$ cat src/rtl/instr_fetch_unit.sv
// MIPS32 instruction-fetch stage: owns the PC, runs a single-outstanding
// request/response fetch to instruction memory and holds one IF/ID entry.
module instr_fetch_unit #(
    parameter logic [31:0] RESET_PC  = 32'h0000_0000,
    parameter logic [31:0] NOP_INSTR = 32'h0000_0000
) (
    input  logic        clk,
    input  logic        rst_n,
    output logic        imem_req_valid,
    input  logic        imem_req_ready,
    output logic [31:0] imem_addr,
    input  logic        imem_rsp_valid,
    input  logic [31:0] imem_rsp_data,
    input  logic        redirect_valid,
    input  logic [31:0] redirect_target,
    input  logic        id_ready,
    output logic        if_valid,
    output logic [31:0] if_instr,
    output logic [31:0] if_pc,
    output logic [31:0] if_pc4,
    output logic        misalign_err,
    output logic [31:0] fetch_count
);

    localparam logic [1:0] S_RESET = 2'd0;
    localparam logic [1:0] S_REQ   = 2'd1;
    localparam logic [1:0] S_WAIT  = 2'd2;

    logic [1:0]  state;
    logic [31:0] pc;
    logic [31:0] pc_plus4;
    logic        drop;
    logic        slot_free;
    logic        req_fire;
    logic        rsp_fire;
    logic        load;
    logic        consume;

    // A request only issues once the IF/ID slot is free, so a response never
    // lands on an occupied entry.
    assign slot_free      = !if_valid || id_ready;
    assign imem_req_valid = (state == S_REQ) && slot_free;
    assign imem_addr      = pc;
    assign pc_plus4       = pc + 32'd4;
    assign req_fire       = imem_req_valid && imem_req_ready;
    assign rsp_fire       = (state == S_WAIT) && imem_rsp_valid;
    assign load           = rsp_fire && !drop && !redirect_valid;
    assign consume        = if_valid && id_ready;

    always_ff @(posedge clk or negedge rst_n) begin
        if (!rst_n) begin
            state <= S_RESET;
            drop  <= 1'b0;
        end else begin
            case (state)
                S_RESET: state <= S_REQ;
                S_REQ: begin
                    if (req_fire) begin
                        state <= S_WAIT;
                        // a redirect on the accept edge orphans the old-PC fetch
                        drop  <= redirect_valid;
                    end
                end
                S_WAIT: begin
                    if (rsp_fire) begin
                        state <= S_REQ;
                        drop  <= 1'b0;
                    end else if (redirect_valid) begin
                        drop  <= 1'b1;
                    end
                end
                default: state <= S_RESET;
            endcase
        end
    end

    always_ff @(posedge clk or negedge rst_n) begin
        if (!rst_n) begin
            pc           <= RESET_PC;
            if_valid     <= 1'b0;
            if_instr     <= NOP_INSTR;
            if_pc        <= 32'h0;
            if_pc4       <= 32'h0;
            misalign_err <= 1'b0;
            fetch_count  <= 32'h0;
        end else begin
            if (redirect_valid) begin
                pc <= {redirect_target[31:2], 2'b00};
            end else if (load) begin
                pc <= pc_plus4;
            end

            if (redirect_valid) begin
                if_valid <= 1'b0;
                if_instr <= NOP_INSTR;
            end else if (load) begin
                if_valid <= 1'b1;
                if_instr <= imem_rsp_data;
                if_pc    <= pc;
                if_pc4   <= pc_plus4;
            end else if (consume) begin
                if_valid <= 1'b0;
                if_instr <= NOP_INSTR;
            end

            // squashed entries never count as delivered
            if (consume && !redirect_valid) begin
                fetch_count <= fetch_count + 32'd1;
            end

            if (redirect_valid && (redirect_target[1:0] != 2'b00)) begin
                misalign_err <= 1'b1;
            end
        end
    end

endmodule

$ cat config.mk
export PLATFORM = sky130hd
export DESIGN_NAME = instr_fetch_unit
export DESIGN_NICKNAME = d
export VERILOG_FILES = /design/src/rtl/instr_fetch_unit.sv
export SDC_FILE = /design/constraint.sdc
export NUM_CORES = 1
export LEC_CHECK = 0
export BUFFER_PORTS_ARGS = -buffer_cell sky130_fd_sc_hd__buf_4
export CORE_ASPECT_RATIO = 0.7
export CORE_MARGIN = 4
export CORE_UTILIZATION = 55
export CTS_CLUSTER_DIAMETER = 80
export DETAILED_ROUTE_END_ITERATION = 7
export GPL_TIMING_DRIVEN = 1
export MAX_ROUTING_LAYER = met4
export PLACE_DENSITY = 0.88
export SLEW_MARGIN = 20
export SYNTH_ARGS = -nofsm -noshare
export SYNTH_HDL_FRONTEND = slang
export SYNTH_SLANG_ARGS = --single-unit
$ cat constraint.sdc
create_clock -name clk -period 4.7 [get_ports clk]
set_clock_uncertainty 0.1 [all_clocks]
set_input_delay 0.94 -clock clk [delete_from_list [all_inputs] [get_ports clk]]
set_output_delay 0.94 -clock clk [all_outputs]
set_load 0.005 [all_outputs]
* Yosys cells after proc, flatten, opt, wreduce, memory -nomap -nowiden
Index checks and enable logic that the tools add are counted.
** Cells by class
- $add $sub $neg :: 2
- Equal/unequal tests :: 5
- Muxes and demuxes :: 15
- Bitwise operators :: 1
- Reductions and logical operators :: 20
** Operators by type and width (number)
- 2-to-1 mux 32 bit :: 5
- adder 32 x 1 -> 32 bit (second input constant) :: 1
- adder 32 x 3 -> 32 bit (second input constant) :: 1
- logical AND 1 bit :: 8
- 2-to-1 mux 1 bit :: 6
- one-hot mux 2 bit (3 select lines) :: 1
- nonzero test 2 bit :: 3
- 2-to-1 mux 2 bit :: 2
- inequality test 2 bit (second input constant) :: 2
- AND reduction 2 bit :: 2
- logical NOT 1 bit :: 3
- inequality test 3 bit (second input constant) :: 1
- AND reduction 3 bit :: 1
- nonzero test 3 bit :: 1
- == test 2 x 1 -> 1 bit (second input constant) :: 1
- == test 2 bit (second input constant) :: 1
- logical NOT 2 bit :: 1
- one-hot mux 1 bit (2 select lines) :: 1
- logical OR 1 bit :: 1
- inverter 1 bit :: 1
** Storage, ports and cells
- Bits in registers :: 165
- Output and inout bits :: 163
- Logic and storage cells :: 52

* Depth between registers and ports, before layout
- Depth in word-level cells :: 6
- Depth in mapped cells :: 7

* Worst setup path after synthesis
Ideal clock, no wire load.
- Path type :: input to output
- Start :: in id_ready
- End :: out imem_req_valid
- Data arrival time :: 1.273 ns
- Slack :: 2.387 ns
- Cell stages on the path :: 2
- Path through :: nand2b_1 -> and3b_1
** On the way
- Word-level cells in the longest chain between the ends :: 2
** Ends and longest elaborated chain
- start, declared :: RTL line 16 : input logic id_ready,
- logical OR 1 bit :: RTL line 41 : assign slot_free = !if_valid || id_ready;
- logical AND 1 bit :: RTL line 42 : assign imem_req_valid = (state == S_REQ) && slot_free;
- end, declared :: RTL line 9 : output logic imem_req_valid,
Every way passes these cells.

* Worst setup path after layout
- Start :: in imem_rsp_valid
- End :: reg if_instr[21]
** On the way
- Word-level cells in the longest chain between the ends :: 5
** Ends and longest elaborated chain
- start, declared :: RTL line 12 : input logic imem_rsp_valid,
- logical AND 1 bit * :: RTL line 46 : assign rsp_fire = (state == S_WAIT) && imem_rsp_valid;
- logical AND 1 bit * (2 in a row) :: RTL line 47 : assign load = rsp_fire && !drop && !redirect_valid;
- 2-to-1 mux 32 bit :: RTL line 96 : end else if (load) begin
- 2-to-1 mux 32 bit :: RTL line 93 : if (redirect_valid) begin
- end signal, assigned :: RTL line 98 : if_instr <= imem_rsp_data;
- end, declared :: RTL line 18 : output logic [31:0] if_instr,
Mark *: on every way between the ends. The rest lies on a longest branch, timed or not.
A chain may end at the register's enable or synchronous reset.

==> flow_summary.ini <==
[synthesis]
synth.yosys.seq_area_share_pct = 55.4
ys.flop_type = dfrtp_1
yosys.area.top_type = dfrtp_1
syn_area_um2 = 7190
synth-edff-count = 0
ys_ff_latch = 159
synthTopCellsByArea = dfrtp_1, nand2_1, xnor2_1
ys_types = 46
synth_top_area_share_pct = 55.4
yosys_warnings = 0
syn-mean-instance-area_um2 = 10.1
synthArstFlopShare_pct = 100
synthCells = 715

[outcome]
status = complete, no violations

[cells_and_area]
multi_input_area_um2 = 2970
area_growth_pct = 32.3
final_nets = 987
drive_gt1_share_pct = 30.1
regArea_um2 = 3980
n_antenna_cell = 0
fillCellCount = 860

[grt]
grt_pass1_vias = 5941
grt_first_pass_wirelength_um = 31400
track_usage_pct = 27.0
antenna_found_initial = 0
grt_max_degree = 87
overflow = 0

[cts]
ctsHoldBuffers = 0
post_cts_buffers = 0
numClockSinks = 159
cts-root-buf = clkbuf_16
cts_tree = built
htreeDepth = 4
clk_pin_slew_worst_paths_ns = 0.06
cts_buffers = 17
cts_resized = 0
clock_path_buffers = 2
insertion_delay_ns = 0.41

[detailed_routing]
dr_wl_met3_um = 1680
vias_per_cell = 5.51
drt_pass1_iterations = 5
drc = 0
routed_wl_um = 19400
num_vias = 5997
drtIter0Drc = 500
wl_met2_um = 9020
wl_met1_um = 8310
avgRoutedWirePerCell_um = 17.8
ant_nets = 0
top_layer = met4

[worst_setup_path]
worstPathArrival_ns = 3.25
crit_chain = buf_4 > nand4bb_1 > nor2_4 > buf_4 > a22o_1
regToRegSetupSlack_ns = 1.78
critPathMaxFanout = 45
r2r_start = state[0]$_DFFE_PN0P_
crit_path_frequent_cell = buf_4
crit_type = primary input to flop
crit_required_ns = 4.94
slowest_stage = nand4bb_1
startpoint_type = primary input
slowest_delay_ns = 0.76
reg2reg_to = if_instr[21]$_DFFE_PN0P_
reg2reg_depth = 4
end_kind = flop

[power]
swShare_pct = 28.0
ir_drop_v = 0.000279
p_int_uw = 2990
powerDensity_nw_per_um2 = 436
p_seq_share_pct = 44.9
comb_power_share_pct = 21.9
p_sw_uw = 1160
power_uw = 4150
pwr-share-clk_pct = 33.3
p_leak_uw = 0.00461

[hold_path]
hold_class = flop to flop
worstHoldStart = fetch_count[31]$_DFFE_PN0P_
whs_endpoint = fetch_count[31]$_DFFE_PN0P_
whs_path_depth = 1

[timing]
fmax_ghz = 0.333
setup_viol_count_final = 0
whs_ns = 0.369
slew_violations = 0
period_minus_slack_ns = 3.00
grt_setup_unrepaired = no
relSlewSlack_pct = 35.0
hold_viol = 0
min_period_over_period_pct = 63.9
fin_setup_tns_ns = 0
tightestPinTransition_ns = 0.969

[die]
io_pins = 233
design.core.area_um2 = 12600
rows = 34
die_x_um = 145
die_y_um = 104
initial_core_util_pct = 57.1
die_area_um2 = 15000

[placement]
place_hpwl_um = 13700
port_buffers = 226
gp_congestion = 0.909

[job]
maxCapViolations = 0
-- state kept, by name (all words and copies together) (netlist names) --
register	count
fetch_count	32
drop	1
imem_addr	30
if_pc4	30
if_pc	30
if_instr	32
state	2
if_valid	1
misalign_err	1
-- area by class of cell --
type                            instances  area share (%)
Clock buffer                           21            4.74
Multi-Input combinational cell        502            31.3
Tap cell                              162            2.13
Sequential cell                       159            41.9
Clock inverter                         10            1.45
Timing Repair Buffer                  232            18.4
Inverter                                3           0.118
-- through the flow --
stage	cells	utilization (%)	cell area [um2]	worst slack, ns
after global placement	1057	70.7	8900	1.42
after global routing	1089	75.5	9510	1.49
after floorplan	720	-	7210	2.39
final	1089	75.5	9510	1.70
after CTS	1089	75.5	9510	1.73
after detailed placement	1058	70.8	8920	1.30
-- metal layers --
| layer | global-route usage, % | vias to the layer above |
|---|---|---|
| met1 | 37.3 | 2872 |
| met2 | 39.5 | 271 |
| met5 | - | - |
| li1 | - | 2816 |
| met3 | 6.82 | 38 |
| met4 | 8.32 | 0 |
-- worst max-delay path, delay by kind of cell --
kind / cells / cell delay (ns)
AND/OR/NAND/NOR: 2 / 1.42
AO/OA/AOI/OAI: 1 / 0.24
buffers and inverters: 2 / 0.61
-- cells in the mapped netlist, types with 2 or more instances --
library cell  instances
nand2_1             172
dfrtp_1             159
xnor2_1              68
o21ai_0              54
a22o_1               32
clkbuf_1             29
nand3_1              23
nor3_1               23
nand4_1              22
xor2_1               20
nor2_1               18
buf_2                17
nor4_1                8
and4_1                7
buf_4                 7
and3_1                6
o21ai_1               6
nand2b_1              5
a21oi_1               3
inv_1                 3
and3b_1               2
clkbuf_2              2
ha_1                  2
nor3_2                2
nor4_4                2
o21ai_2               2
or4_4                 2
-- how the worst max path moves through the flow --
stage                              start                       end  slack, ns  depth (start not counted)
after global routing      imem_rsp_valid  if_instr[26]$_DFFE_PN0P_       1.49                          5
final                     imem_rsp_valid  if_instr[21]$_DFFE_PN0P_       1.70                          5
after floorplan                 id_ready            imem_req_valid       2.39                          2
after global placement    imem_rsp_valid   if_instr[9]$_DFFE_PN0P_       1.42                          5
after CTS                 imem_rsp_valid  if_instr[28]$_DFFE_PN0P_       1.73                          5
after detailed placement  imem_rsp_valid  if_instr[25]$_DFFE_PN0P_       1.30                          5
-- cells by family after synthesis --
group                      Yosys count  synth area share [%]
and+or+nand+nor                    307                  20.9
DFF                                159                  55.4
AOI/OAI and AO/OA                   97                  8.53
xor gates and xnor gates            88                  10.7
buffers and inverters               59                  3.78
adders and majority gates            2                 0.348
muxes                                2                 0.296
other                                1                0.0522
-- power groups by stage --
stage	Sequential [uW]	Clock (uW)	Combinational, uW
global route	1900	1470	1000
finish	1860	1380	906
floorplan	1830	0	354
detailed placement	1880	0	917
global placement	1870	0	879
CTS	1860	1400	923
-- placed cells by master (no fill, tap or decap), drive strengths merged, types with 4 or more instances in the layout --
| cell | n |
|---|---|
| a22o | 32 |
| nand3 | 24 |
| conb | 6 |
| xnor2 | 68 |
| nand2 | 173 |
| nor2 | 18 |
| dfrtp | 159 |
| nand2b | 5 |
| o21ai | 62 |
| clkinv | 4 |
| inv | 4 |
| nand4 | 23 |
| xor2 | 20 |
| and4 | 7 |
| clkbuf | 21 |
| and3 | 6 |
| nor4 | 11 |
| buf | 232 |
| nor3 | 25 |
No activity file was read; power rests on OpenSTA's default activity.
